[src/rtl/slt_pkg.sv]
// -----------------------------------------------------------------------------
// slt_pkg
// Shared definitions for the set-less-than compare block and the ALU that
// reuses it:
//   DEFAULT_WIDTH              default operand width in bits
//   CMP_SIGNED / CMP_UNSIGNED  encoding of the is_unsigned mode input
//   cmp_flags_t                (lt, eq) pair produced by every compare cell
//   nibble_cmp / merge_flags   leaf cell and tree merge used by ult_cmp
//   nibble_count / pow2_ceil   elaboration-time sizing helpers
// -----------------------------------------------------------------------------
package slt_pkg;

  localparam int DEFAULT_WIDTH = 64;

  // Mode encoding on the is_unsigned pin.
  localparam logic CMP_SIGNED   = 1'b0;
  localparam logic CMP_UNSIGNED = 1'b1;

  // Operands are split into 4-bit digits for the leaf compare cells.
  localparam int NIBBLE_W = 4;

  // Result of comparing two equal-width slices: lt = (a < b), eq = (a == b).
  typedef struct packed {
    logic lt;
    logic eq;
  } cmp_flags_t;

  // Number of 4-bit digits needed to cover 'width' bits.
  function automatic int nibble_count(input int width);
    return (width + NIBBLE_W - 1) / NIBBLE_W;
  endfunction

  // Smallest power of two that is >= n (n >= 1).
  function automatic int pow2_ceil(input int n);
    int p;
    p = 1;
    for (int i = 0; i < 31; i++) begin
      if (p < n) begin
        p = p * 2;
      end else begin
        p = p;
      end
    end
    return p;
  endfunction

  // Leaf cell: unsigned compare of one 4-bit digit pair.
  function automatic cmp_flags_t nibble_cmp(input logic [3:0] x, input logic [3:0] z);
    cmp_flags_t f;
    f.lt = (x < z);
    f.eq = (x == z);
    return f;
  endfunction

  // Merge two adjacent slices, 'hi' being the more significant one.
  // The high slice decides unless it is equal, in which case the low slice
  // decides; the pair is equal only if both halves are equal.
  function automatic cmp_flags_t merge_flags(input cmp_flags_t hi, input cmp_flags_t lo);
    cmp_flags_t f;
    f.lt = hi.lt | (hi.eq & lo.lt);
    f.eq = hi.eq & lo.eq;
    return f;
  endfunction

endpackage

[src/rtl/slt_ult_cmp.sv]
// -----------------------------------------------------------------------------
// ult_cmp
// Unsigned less-than / equal comparator for WIDTH-bit operands. The operands
// are zero-extended to a power-of-two number of 4-bit digits, each digit pair
// is compared by a small leaf cell, and the digit results are merged pairwise
// MSB-first in a balanced tree, so depth grows with log2(WIDTH).
// Ports:
//   a, b  input  [WIDTH-1:0]  operands, unsigned magnitudes
//   lt    output 1            1 when a < b
//   eq    output 1            1 when a == b
// -----------------------------------------------------------------------------
module ult_cmp
  import slt_pkg::*;
#(
  parameter int WIDTH = DEFAULT_WIDTH
) (
  input  logic [WIDTH-1:0] a,
  input  logic [WIDTH-1:0] b,
  output logic             lt,
  output logic             eq
);

  localparam int NNIB   = nibble_count(WIDTH);
  localparam int NLEAF  = pow2_ceil(NNIB);
  localparam int LEVELS = $clog2(NLEAF);
  localparam int PW     = NLEAF * NIBBLE_W;

  // Zero padding on the MSB side compares equal, so it never changes the
  // verdict of the real bits.
  logic [PW-1:0] a_ext_s;
  logic [PW-1:0] b_ext_s;

  assign a_ext_s = PW'(a);
  assign b_ext_s = PW'(b);

  // Leaf results, index 0 is the least significant digit.
  cmp_flags_t leaf_s [NLEAF];

  for (genvar i = 0; i < NLEAF; i++) begin : g_leaf
    assign leaf_s[i] = nibble_cmp(a_ext_s[i*NIBBLE_W +: NIBBLE_W],
                                  b_ext_s[i*NIBBLE_W +: NIBBLE_W]);
  end

  // Working array for the reduction; after the last level entry 0 holds the
  // verdict for the whole operand.
  cmp_flags_t node_s [NLEAF];

  // Balanced merge tree: each level halves the number of live slices.
  // In-place update is safe because entry k only reads entries 2k and 2k+1,
  // which are never below k.
  always_comb begin
    node_s = leaf_s;
    for (int lvl = 0; lvl < LEVELS; lvl++) begin
      for (int k = 0; k < NLEAF; k++) begin
        if (k < (NLEAF >> (lvl + 1))) begin
          node_s[k] = merge_flags(node_s[2*k+1], node_s[2*k]);
        end else begin
          node_s[k] = node_s[k];
        end
      end
    end
    lt = node_s[0].lt;
    eq = node_s[0].eq;
  end

endmodule

[src/rtl/slt.sv]
// -----------------------------------------------------------------------------
// slt
// Set-less-than for signed (SLT) and unsigned (SLTU) operands. The compare
// itself is combinational (y); a registered copy (y_q) and a valid strobe
// (out_valid) follow one cycle after each accepted in_valid. Every cycle can
// carry a new operand pair; there is no backpressure.
// Ports:
//   clk          input  1          rising-edge clock
//   rst          input  1          synchronous active-high reset
//   a, b         input  [WIDTH-1:0] operands (two's complement in signed mode)
//   is_unsigned  input  1          CMP_SIGNED (0) or CMP_UNSIGNED (1)
//   in_valid     input  1          qualifies a/b/is_unsigned for y_q
//   y            output 1          combinational a < b
//   y_q          output 1          y captured on an in_valid cycle
//   out_valid    output 1          high the cycle after an accepted in_valid
// -----------------------------------------------------------------------------
module slt
  import slt_pkg::*;
#(
  parameter int WIDTH = DEFAULT_WIDTH
) (
  input  logic             clk,
  input  logic             rst,
  input  logic [WIDTH-1:0] a,
  input  logic [WIDTH-1:0] b,
  input  logic             is_unsigned,
  input  logic             in_valid,
  output logic             y,
  output logic             y_q,
  output logic             out_valid
);

  logic mag_lt_s;
  logic mag_eq_s;
  logic sign_diff_s;
  logic lt_sel_s;
  logic y_q_r;
  logic out_valid_r;

  // Full-width unsigned magnitude compare shared by both modes.
  ult_cmp #(
    .WIDTH (WIDTH)
  ) u_ult_cmp (
    .a  (a),
    .b  (b),
    .lt (mag_lt_s),
    .eq (mag_eq_s)
  );

  // Mode selection. In signed mode, operands with different sign bits are
  // ordered by the sign alone (the negative one is smaller). With equal sign
  // bits the MSBs cancel, so the full-width unsigned verdict equals the
  // verdict on the remaining bits, for negatives as well as positives.
  always_comb begin
    sign_diff_s = a[WIDTH-1] ^ b[WIDTH-1];
    lt_sel_s    = 1'b0;
    case (is_unsigned)
      CMP_SIGNED: begin
        if (sign_diff_s) begin
          lt_sel_s = a[WIDTH-1];
        end else begin
          lt_sel_s = mag_lt_s;
        end
      end
      CMP_UNSIGNED: begin
        lt_sel_s = mag_lt_s;
      end
      default: begin
        lt_sel_s = 1'b0;
      end
    endcase
    // Equal operands can never be "less than", whatever the mode.
    y = lt_sel_s & ~mag_eq_s;
  end

  // Output register: reset wins over in_valid; y_q holds between strobes.
  always_ff @(posedge clk) begin
    if (rst) begin
      y_q_r       <= 1'b0;
      out_valid_r <= 1'b0;
    end else if (in_valid) begin
      y_q_r       <= y;
      out_valid_r <= 1'b1;
    end else begin
      y_q_r       <= y_q_r;
      out_valid_r <= 1'b0;
    end
  end

  assign y_q       = y_q_r;
  assign out_valid = out_valid_r;

endmodule

[config.mk]
export PLATFORM = sky130hd
export DESIGN_NAME = slt
export DESIGN_NICKNAME = d
export VERILOG_FILES = /design/src/rtl/slt_pkg.sv /design/src/rtl/slt_ult_cmp.sv /design/src/rtl/slt.sv
export SDC_FILE = /design/constraint.sdc
export NUM_CORES = 1
export LEC_CHECK = 0
export ABC_AREA = 1
export BUFFER_PORTS_ARGS = -buffer_cell sky130_fd_sc_hd__buf_2
export CORE_MARGIN = 3
export CORE_UTILIZATION = 46
export CTS_CLUSTER_DIAMETER = 150
export CTS_CLUSTER_SIZE = 8
export DETAILED_ROUTE_END_ITERATION = 10
export GPL_TIMING_DRIVEN = 0
export PLACE_DENSITY = 0.89
export RECOVER_POWER = 100
export SYNTH_ARGS = -nofsm -noshare
export SYNTH_HDL_FRONTEND = slang
export SYNTH_HIERARCHICAL = 1
export SYNTH_SLANG_ARGS = --single-unit
[constraint.sdc]
create_clock -name clk -period 4.05 [get_ports clk]
set_input_delay 0.405 -clock clk [delete_from_list [all_inputs] [get_ports clk]]
set_output_delay 0.405 -clock clk [all_outputs]
set_load 0.01 [all_outputs]
==> impl_results.md <==
- Layout cell share with drive strength beyond 1: 0.313
- Clk_lat worst skew: around 210 ps
- Largest net degree at the start of global routing: 4
- CTS resizes: 0
- RR Endpoint: y_q
- Diode count: 0
- HP Class: in -> reg
- DP Worst Slack: ~1600 ps
- CP Depth: 16
- Unrepaired setup endpoints after global routing: no
- RD Place Congestion: 0.757
- Vias per cell: between 4 and 5
- Worst path arrival time: ~2300 ps
- Switching share of power: 0.392
- Most frequent cells in the layout: buf_2, inv_1, nand2_1
- Wirelength per Cell: ~9.6 um
- GR Overflow Total: 0
- Vias in the first global route: between 2k and 2.5k
- CTS tree: built
- Post-synth cell types: 21
- Placeable Area: ~3800 um2
- Syn nets: 509
- 1st-iter DRT viols: 51
- Status: finished, final reports clean
- Yosys warning count: 6
- GR Util All Layers: 0.185
- Post-Syn Instances: between 300 and 400
- Top area cells in the synthesized netlist: ha_1, inv_1, nand2_1
- Clock sinks: 2
- Post-Syn Area: between 1500 and 2000 um2
- Worst r2r src: y_q
- DR vias: 2,277
- Dpl cell area: around 2600 um2
- WL final: 4770 um
- Die Y: approximately 70 um
- NetSw: 0.130 mW
- Antenna Violating Nets Remaining: 0
- PD cells: around 120 nW/um2
- Min-Delay Endpoint: out_valid
- Sequential power share: 0.066
- Minimum clock period: around 2700 ps
- Ports: 135
- First-pass GRT wire length: 7980 um
- Pleak: 1.85 nW
- Setup ws final: about 1400 ps
- H-tree depth: 1
- Commonest non-fill, non-tap cell in the layout: buf_2
- Fin crit share: 0.655
- Layout area overhead: 39.9%
- DP HPWL: 4460 um
- Clk pwr share: 0.238
- CTS buffer count: 3
- Hold slack: 370 ps
- Final hold violations: 0
- Setup CP Type: in -> out
- Slowest cell on the critical path: nor3b_1
- Max-slew violations: 0
- Top Family by Delay on Critical Path: simple AND/OR/NAND/NOR gates
- VDD IR max: around 0.071 mV
- PortBufs: 134
- FP Rows: 22
- Cell taking the most area after synthesis: ha_1
- Post-synthesis sequential area ratio: 0.0211
- Critical path fanouts, max: 3
- CP bufs+invs: 5
- Tot Pwr: 0.330 mW
- Syn Area/Cell: approximately 6.1 um2
- Final setup viols: 0
- Die width: around 70 um
- Detailed Routing Iterations Pass 1: 4
- Critical Path RT: between 3000 and 4000 ps
- Hold-fix buffers, CTS: 0
- Combinational share of power: 0.697
- Fin area: roughly 2700 um2
- Worst-margin pin slew: just under 300 ps
- Yosys top cell area share: 0.422
- Cell-internal power: 0.201 mW
- DRC: 0
- Final Net Count: 648
- Hold Path Depth: 2
- Clock buffer depth: 2
- Relative slew slack: 0.804
- Post-CTS setup buffers: 0
- Hold_sp: rst
- FF-to-FF path depth: 2
- Clock Skews: 0 ps
- Setup TNS: 0 ps
- Peak Freq: between 0.3 and 0.4 GHz
- Cell Chain, Critical Path: buf_2, inv_1, ha_1, nand2_1, nor2_1, nor3b_1, nor3b_1, nand2_1, nand2_1, inv_1, nand2_1, nand2_1, nand2_1, nand2_2, inv_1, buf_2
- Initial antenna violation count: 0
- Worst setup EP type: primary output
- Yosys reg bits: 2
- Root Driver: clkbuf_8
- Starting Density: 0.496
- Clk slew on worst S/H paths: 30 ps
- CP peak stage delay: a little over 300 ps
- Startpoint Class: primary input
- Die ar.: roughly 5000 um2
- Max-cap violations: 0
- R2r setup slk: around 3400 ps
- Most used cell, CP: nand2_1
[synth_stat cells (all sizes together)]
library cell and number:
clkinv 3, and2 1, o21ai 6, and2b 1
o21bai 8, inv 95, nand2 67, nand3 7
nor3 4, ha 64, nor2 25, dfxtp 2
a21oi 23, a21o 2, nor3b 2, nand4 3
[registers in the layout, summed over array words and instances (netlist names)]
register   flops
out_valid      1
y_q            1
[power by group through the flow]
stage / logic, mW / clock network (mW) / registers [mW]
floorplan: 0.134 / 0 / 0.0228
global placement: 0.219 / 0 / 0.0219
detailed placement: 0.230 / 0 / 0.0220
CTS: 0.233 / 0.0798 / 0.0217
global route: 0.271 / 0.0808 / 0.0218
finish: 0.230 / 0.0785 / 0.0218
[layer usage]
metal	GRT usage	vias to the layer above	routed length [um]	part of all wire
li1	-	1242	-	-
met1	0.203	945	1860	0.39
met2	0.371	84	2530	0.53
met3	0.0158	6	323	0.068
met4	0.0426	0	59	0.012
met5	0	-	0	0
[final cells by class]
class,instances,area (um2)
tap,48,60.1
sequential,2,40.0
fill,341,1170
timing repair buffer,134,667
inverter,98,368
multi-input combinational,213,1480
clock buffer,3,41.3
[how the worst max path moves through the flow]
stage | start | to | slack (ps)
3_5_place_dp | b[63] | y | 1550
6_report | b[63] | y | 1400
4_1_cts | b[63] | y | 1550
5_1_grt | b[55] | y | 1120
2_1_floorplan | b[55] | y | 1920
3_3_place_gp | b[55] | y | 1560
[cells by family (layout without fill, tap and decap cells)]
group,Yosys count,after routing,synth area share
flip-flops,2,2,0.0211
AND/OR/NAND/NOR,110,110,0.245
AO/OA/AOI/OAI,39,39,0.118
adder cells (fa/ha/maj),64,64,0.422
buffers and inverters,98,235,0.194
[through the flow]
stage	std cells	utilization
finish	498	0.694
global placement	495	0.687
detailed placement	495	0.687
floorplan	313	-
CTS	498	0.698
global route	498	0.694
No activity file was read; power rests on OpenSTA's default activity.
